File: config.mk
export PLATFORM = sky130hd
export DESIGN_NAME = adder_sum_accumulator
export DESIGN_NICKNAME = d
export VERILOG_FILES = /design/src/rtl/adder_sum_accumulator.sv
export SDC_FILE = /design/constraint.sdc
export NUM_CORES = 1
export LEC_CHECK = 0
export BUFFER_PORTS_ARGS = -buffer_cell sky130_fd_sc_hd__buf_2
export CAP_MARGIN = 15
export CELL_PAD_IN_SITES_DETAIL_PLACEMENT = 1
export CELL_PAD_IN_SITES_GLOBAL_PLACEMENT = 2
export CORE_MARGIN = 2
export CORE_UTILIZATION = 31
export DETAILED_ROUTE_END_ITERATION = 6
export PLACE_DENSITY_LB_ADDON = 0.15
export SYNTH_ARGS = -nofsm -noshare
export SYNTH_HDL_FRONTEND = slang
export SYNTH_SLANG_ARGS = --single-unit
File: constraint.sdc
create_clock -name clk -period 3.5 [get_ports clk]
set_input_delay 0.175 -clock clk [delete_from_list [all_inputs] [get_ports clk]]
set_output_delay 0.175 -clock clk [all_outputs]
set_load 0.01 [all_outputs]
File: src/rtl/adder_sum_accumulator.sv
// adder_sum_accumulator
//   Sums NUM_TERMS results of the upstream WIDTH-bit ripple adder, each taken
//   as the unsigned operand {carry, sum}, into an ACC_W-bit running total.
//   The total is offered with a valid/ready handshake and a sticky overflow flag.
//
// Ports
//   clk, rst_n          clock (rising edge) / async active-low reset
//   sum_in, carry_in    adder result Y and carry-out Co
//   in_valid, in_ready  operand handshake (in_ready low while holding or clearing)
//   clear               synchronous abort: zero the accumulation, back to ACCUM
//   acc_out             running partial sum, final sum when out_valid
//   ovf                 sticky wrap-past-2^ACC_W flag for this accumulation
//   term_cnt            operands accepted in this accumulation
//   out_valid, out_ready result handshake
module adder_sum_accumulator #(
   parameter int WIDTH     = 5,
   parameter int NUM_TERMS = 4,
   parameter int ACC_W     = 8,
   localparam int CNT_W    = $clog2(NUM_TERMS + 1)
) (
   input  logic             clk,
   input  logic             rst_n,
   input  logic [WIDTH-1:0] sum_in,
   input  logic             carry_in,
   input  logic             in_valid,
   output logic             in_ready,
   input  logic             clear,
   output logic [ACC_W-1:0] acc_out,
   output logic             ovf,
   output logic [CNT_W-1:0] term_cnt,
   output logic             out_valid,
   input  logic             out_ready
);

   localparam logic [0:0] ACCUM = 1'b0;
   localparam logic [0:0] HOLD  = 1'b1;

   logic [0:0]     state;
   logic           accept;
   logic           last;
   logic [ACC_W:0] sum_ext;

   // in_ready depends on clear only, so no other input reaches an output
   // combinationally.
   assign in_ready  = (state == ACCUM) && !clear;
   assign out_valid = (state == HOLD);
   assign accept    = in_valid && in_ready;
   assign last      = (term_cnt == CNT_W'(NUM_TERMS - 1));

   // One spare bit on top of the accumulator catches the wrap carry.
   assign sum_ext = {1'b0, acc_out} + (ACC_W + 1)'({carry_in, sum_in});

   always_ff @(posedge clk or negedge rst_n) begin
      if (!rst_n) begin
         state    <= ACCUM;
         acc_out  <= '0;
         ovf      <= 1'b0;
         term_cnt <= '0;
      end else if (clear) begin
         state    <= ACCUM;
         acc_out  <= '0;
         ovf      <= 1'b0;
         term_cnt <= '0;
      end else if (state == HOLD) begin
         // Result is frozen until taken; the zeroing cycle is the bubble
         // before the next accumulation can start.
         if (out_ready) begin
            state    <= ACCUM;
            acc_out  <= '0;
            ovf      <= 1'b0;
            term_cnt <= '0;
         end
      end else if (accept) begin
         acc_out  <= sum_ext[ACC_W-1:0];
         ovf      <= ovf | sum_ext[ACC_W];
         term_cnt <= term_cnt + CNT_W'(1);
         if (last) state <= HOLD;
      end
   end

endmodule

==> results of run 1 <==
-- power groups by stage --
stage	Sequential, W	Clock [W]	Combinational [W]
2_1_floorplan	0.000182	0	0.0000777
3_3_place_gp	0.000176	0	0.000126
3_5_place_dp	0.000177	0	0.000127
4_1_cts	0.000174	0.000100	0.000129
5_1_grt	0.000177	0.000108	0.000144
6_report	0.000174	0.0000968	0.000126
-- per-layer routing --
layer	vias to the layer above	track usage	share of wire
met5	-	0	0
met4	0	0.0610	0.0075
met3	2	0.0242	0.036
met2	14	0.252	0.45
met1	340	0.211	0.50
li1	366	-	-
-- what timing repair did --
action                                 4_1_cts  5_1_grt
hold buffers                                 1        0
setup endpoints to repair                    0        0
gates resized for setup                      0        0
endpoints found under the hold margin       13        0
buffers inserted                             0        0
-- area by class of cell --
class / instances / share of cell area
clock buffer: 4 / 0.0263
timing repair buffer: 25 / 0.130
sequential: 13 / 0.325
multi-input combinational: 66 / 0.466
tap: 30 / 0.0375
inverter: 4 / 0.0150
-- placed cells by master, fill, tap and decap left out, types with 2 or more instances in the layout --
| cell type | n |
|---|---|
| a211oi_1 | 3 |
| nor2b_1 | 2 |
| a21o_2 | 2 |
| ha_1 | 8 |
| nor2_1 | 6 |
| dfrtp_1 | 13 |
| a21oi_1 | 6 |
| o31ai_1 | 3 |
| buf_2 | 24 |
| inv_1 | 4 |
| nand2_1 | 10 |
| o21ai_0 | 9 |
| o21a_1 | 2 |
| a22o_1 | 3 |
| clkbuf_4 | 3 |
-- registers in the layout, indices dropped and copies added, names as in the netlist --
name and count:
term_cnt 3, ovf 1, acc_out 8, out_valid 1
-- critical path, stage by stage, from the launching register on --
cell and delay, ns:
dfrtp_1 0.40, ha_1 0.22, fa_1 0.43, a211oi_1 0.34, o21ai_0 0.16, a21oi_1 0.22
o31ai_1 0.09
-- stage by stage --
stage / worst slack [ns] / hold WS [ns] / total power [W]
floorplan: 1.71 / -0.121 / 0.000259
global placement: 1.63 / 0.0949 / 0.000303
detailed placement: 1.51 / 0.0922 / 0.000304
CTS: 1.50 / 0.0875 / 0.000403
global route: 1.35 / 0.103 / 0.000429
finish: 1.52 / 0.103 / 0.000397
-- kinds of logic after synthesis --
logic type,after synthesis,share of synthesized area
AO/OA/AOI/OAI,33,0.278
buffers and inverters,5,0.0247
XOR/XNOR,1,0.0108
AND/OR/NAND/NOR,22,0.125
adder cells (fa/ha/maj),9,0.148
flip-flops,13,0.401
multiplexers,1,0.0123
-- worst max path at each step --
stage,from,endpoint,slack (ns),cells past startpoint
CTS,acc_out[0]$_DFFE_PN0P_,ovf$_DFFE_PN0P_,1.50,6
global placement,acc_out[0]$_DFFE_PN0P_,ovf$_DFFE_PN0P_,1.63,6
floorplan,acc_out[0]$_DFFE_PN0P_,ovf$_DFFE_PN0P_,1.71,6
finish,acc_out[0]$_DFFE_PN0P_,ovf$_DFFE_PN0P_,1.52,6
detailed placement,acc_out[0]$_DFFE_PN0P_,ovf$_DFFE_PN0P_,1.51,6
global route,acc_out[0]$_DFFE_PN0P_,ovf$_DFFE_PN0P_,1.35,6
==> results_dict.tcl, run 1 <==
set metrics [dict create \
    p_seq_frac 0.437 \
    status "complete, no violations" \
    hold_viol 0 \
    max_slew_margin 0.482 \
    synthesis.nets 104 \
    finalInstanceArea_um2 1000 \
    sw_frac_of_total 0.337 \
    fp.dieH_um 55.1 \
    postPlaceCellArea_um2 963 \
    core-area_mm2 0.00248 \
    min_to "out_valid$_DFF_PN0_" \
    slew_viol_final 0 \
    syn_avg_cell_area_um2 9.65 \
    arrival_ns 2.14 \
    setup_viol 0 \
    initial_utilization 0.327 \
    clock_power_share 0.244 \
    synth_cell_type_count 26 \
    cp.required_ns 3.65 \
    cts_sinks 13 \
    vias 722 \
    fin_cells 142 \
    finalClockSkew_ns 0.00342 \
    grt_overflow_total 0 \
    grt_usage 0.157 \
    synth_edf_count 0 \
    drtIter0Drc 9 \
    dpl.hpwl_um 1610 \
    max_freq_mhz 505 \
    totalWireLength_um 2000 \
    drive_above_1_share 0.277 \
    syn-instance-count 84 \
    root_buffer "clkbuf_4" \
    max_cap_violations 0 \
    yosys.area.top_type_share 0.401 \
    dp.cells 137 \
    htreeDepth 1 \
    fin_crit_sh 0.566 \
    combPwrFrac 0.319 \
    synth_seq_cells 13 \
    drtPass1Iterations 3 \
    final_core_util 0.404 \
    grt_pass1_vias 756 \
    power_density_mw_per_mm2 397 \
    die_w_um 55.1 \
    syn_area_um2 811 \
    worst_slew_pin_slew_ns 0.774 \
    drc_errors 0 \
    crit_type "reg2reg" \
    cts.clk_slew.worst_paths_ns 0.09 \
    yosysWarnings 0 \
    row_count 18 \
    rr_startpoint "acc_out[0]$_DFFE_PN0P_" \
    grt_max_degree 14 \
    cts_tree "yes" \
    regArea_um2 325 \
    synth_commonest_cells "dfrtp_1 (13), nand2_1 (10), o21ai_0 (9)" \
    yosys.area.top_type "dfrtp_1" \
    nets 133 \
    fin_crit_ns 1.98 \
    yosys-top-cells-area "dfrtp_1 (40%), ha_1 (12%), o21ai_0 (5.6%)" \
    clkLatencyLatePin_ns 0.27 \
    worst_ir_drop_vdd_mv 0.173 \
    worstHoldPathCells 2 \
    antenna_found_initial 0 \
    rsz0062_at_grt "false" \
    yosysMostFrequentCell "dfrtp_1" \
    viasPerCell 5.08 \
    syn2layout_area_growth_pct 23.3 \
    ant_nets 0 \
    ios 25 \
    r2r_end "ovf$_DFFE_PN0P_" \
    grt_pass1_wl_um 3350 \
    ys_seq_area_frac 0.401 \
    cts_buffers 3 \
    wl_per_cell_um 14.0 \
    end_kind "flip-flop" \
    p_leak_nw 0.526 \
    io_buffers 24 \
    multi_input_area_um2 465 \
    worstPathMaxFanout 3 \
    p_int_w 0.000263 \
    min-delay-start "clear" \
    antenna_cells 0 \
    hp-class "in2reg" \
    r2r_cells 6 \
    cts_buffer_depth 2 \
    fillers 319 \
    synth_flop_cell "dfrtp_1" \
    synthArstFlopShare 1.00 \
    critPathLaunchType "flip-flop" \
    p_sw_w 0.000134 \
    fin_setup_tns_ns 0 \
    place_congestion 0.750 \
    die-area_mm2 0.00304 \
    rrSetupSlack_ns 1.52 \
]
No activity file was read; power rests on OpenSTA's default activity.
==> run 2: changes to the inputs <==
ABC_AREA = 1   (was unset)
CORE_UTILIZATION = 28   (was 31)
clock period = 2 ns   (was 3.5 ns; I/O delays follow)
==> run 2 against run 1 <==
Critical path depth up 2. Non-clock buffer count unchanged. Power is 72% higher. Die area rose by 13%. Cell count grew 14%. Worst hold slack better by 0.0092 ns. Flip-flop and latch count stayed put. Clock power grew 85%. Largest power group unchanged.
==> results_dict.tcl, run 2 <==
set metrics [dict create \
    status "complete, no violations" \
    yosys-top-cells-area "dfrtp_1 (39%), nand2_1 (14%), ha_1 (12%)" \
    yosysWarnings 0 \
    fin_crit_sh 0.805 \
    fillers 353 \
    top_register "acc_out" \
    r2r_end "acc_out[6]$_DFFE_PN0P_" \
    crit_type "reg2reg" \
    hp-class "in2reg" \
    drtIter0Drc 13 \
    p_seq_frac 0.448 \
    whs_ns 0.113 \
    syn_area_um2 833 \
    place_congestion 0.640 \
    largest_reg_flops 8 \
    rsz0062_at_grt "false" \
    grt_max_degree 14 \
    post_cts_buffers 0 \
    synthesis.nets 123 \
    slew_viol_final 0 \
    arrival_ns 1.80 \
    end_kind "flip-flop" \
    reg_top3 "acc_out (8), term_cnt (3)" \
    cts_sinks 13 \
    sw_frac_of_total 0.357 \
    antenna_found_initial 0 \
    fp.dieH_um 58.6 \
    final_cell_mix "nand2_1 (31), buf_2 (24), inv_1 (13), dfrtp_1 (13), nand3_1 (9)" \
    finalClockSkew_ns 0.0127 \
    nets 152 \
    critPathLaunchType "flip-flop" \
    rrSetupSlack_ns 0.39 \
    synth_cell_type_count 17 \
    dpl.hpwl_um 1680 \
    die_w_um 58.6 \
    viasPerCell 4.98 \
    fin_setup_tns_ns 0 \
    cts_buffer_depth 2 \
    antenna_cells 0 \
    cts_buffers 3 \
    p_sw_w 0.000243 \
    totalWireLength_um 2140 \
    drc_errors 0 \
    root_buffer "clkbuf_4" \
    p_leak_nw 0.595 \
    die-area_mm2 0.00343 \
    r2r_cells 8 \
    max_freq_mhz 621 \
    combPwrFrac 0.290 \
    synth_commonest_cells "nand2_1 (31), dfrtp_1 (13), inv_1 (13)" \
    power_density_mw_per_mm2 669 \
    syn2layout_area_growth_pct 22.2 \
    clock_power_share 0.262 \
    synthArstFlopShare 1.00 \
    hold_viol 0 \
    row_count 19 \
    drtPass1Iterations 4 \
    ant_nets 0 \
    syn_avg_cell_area_um2 8.09 \
    worstPathMaxFanout 4 \
    post-route-worst-setup-slack_ns 0.390 \
    drive_above_1_share 0.244 \
    ios 25 \
    fin_crit_ns 1.61 \
    worst_ir_drop_vdd_mv 0.314 \
    layout_commonest_cell "nand2_1" \
    yosysMostFrequentCell "nand2_1" \
    p_int_w 0.000439 \
    core-area_mm2 0.00278 \
    wl_per_cell_um 13.2 \
    ys_seq_area_frac 0.390 \
    yosys.area.top_type_share 0.390 \
    grt_pass1_wl_um 3870 \
    htreeDepth 1 \
    clkLatencyLatePin_ns 0.30 \
    final_core_util 0.366 \
    setup_viol 0 \
    rr_startpoint "acc_out[0]$_DFFE_PN0P_" \
    power_w 0.000682 \
    io_buffers 24 \
    syn-instance-count 103 \
    grt_pass1_vias 856 \
    pre_cts_slack_ns 0.419 \
    synth_flop_cell "dfrtp_1" \
    max_slew_margin 0.780 \
    cp.required_ns 2.19 \
    synth_edf_count 0 \
    synth_seq_cells 13 \
    endpoint "acc_out[6]$_DFFE_PN0P_" \
    yosys.area.top_type "dfrtp_1" \
    max_cap_violations 0 \
    cts_tree "yes" \
    worst_slew_pin_slew_ns 0.327 \
    grt_usage 0.150 \
    cts.clk_slew.worst_paths_ns 0.10 \
    grt_overflow_total 0 \
    startpoint "acc_out[0]$_DFFE_PN0P_" \
    vias 806 \
    initial_utilization 0.300 \
    worstHoldPathCells 4 \
]
==> run 2: per-stage QoR <==
| stage | std cells | instance area (um^2) |
|---|---|---|
| floorplan | 103 | 833 |
| global placement | 157 | 981 |
| detailed placement | 157 | 981 |
| CTS | 162 | 1020 |
| global route | 162 | 1020 |
| finish | 162 | 1020 |
==> run 2: timing repair <==
item                      CTS  global route
gates resized for setup     0             0
hold buffers                1             0
hold endpoints to repair   13             0
==> run 2: cells by family (layout without fill, tap and decap cells) <==
| logic type | count (synthesis) | count (layout) | synth area share |
|---|---|---|---|
| AO/OA/AOI/OAI | 16 | 16 | 0.114 |
| adder cells (fa/ha/maj) | 9 | 9 | 0.144 |
| buffers and inverters | 14 | 42 | 0.0721 |
| flip-flops | 13 | 13 | 0.390 |
| AND/OR/NAND/NOR | 51 | 51 | 0.279 |
==> run 2: power by group through the flow <==
stage / registers, W / logic [W] / clock network, W
2_1_floorplan: 0.000318 / 0.000119 / 0
3_3_place_gp: 0.000309 / 0.000195 / 0
3_5_place_dp: 0.000311 / 0.000201 / 0
4_1_cts: 0.000306 / 0.000204 / 0.000183
5_1_grt: 0.000310 / 0.000230 / 0.000192
6_report: 0.000305 / 0.000198 / 0.000179
==> run 2: worst min path at each step <==
| stage | startpoint | slack [ns] | endpoint |
|---|---|---|---|
| global placement | rst_n | 0.02 | acc_out[3]$_DFFE_PN0P_ |
| detailed placement | rst_n | 0.02 | acc_out[3]$_DFFE_PN0P_ |
| global route | out_ready | 0.16 | acc_out[7]$_DFFE_PN0P_ |
| floorplan | rst_n | -0.20 | acc_out[0]$_DFFE_PN0P_ |
| finish | out_ready | 0.11 | acc_out[7]$_DFFE_PN0P_ |
| CTS | out_ready | 0.11 | acc_out[7]$_DFFE_PN0P_ |
==> run 2: cell type report <==
cell class	count	area (um^2)	area share
flip-flops and latches	13	325	0.319
clock buffers	3	22.5	0.0221
repair buffers	25	130	0.128
well taps	31	38.8	0.0381
clock inverters	1	5.00	0.00491
multi-input cells	76	448	0.440
inverters	13	48.8	0.0479
==> run 2: worst max-delay path: stages (launching register included) <==
cell and delay (ns):
dfrtp_1 0.41, ha_1 0.21, fa_1 0.44, nand2_1 0.10, nand3_1 0.11, nand2_1 0.08
nand2_1 0.05, nand2_1 0.05, nor2_1 0.04
==> run 2: metal layers <==
metal | vias up | global-route usage | part of all wire
li1 | 394 | - | -
met1 | 391 | 0.194 | 0.44
met2 | 16 | 0.244 | 0.50
met3 | 5 | 0.0264 | 0.038
met4 | 0 | 0.0698 | 0.020
met5 | - | 0 | 0
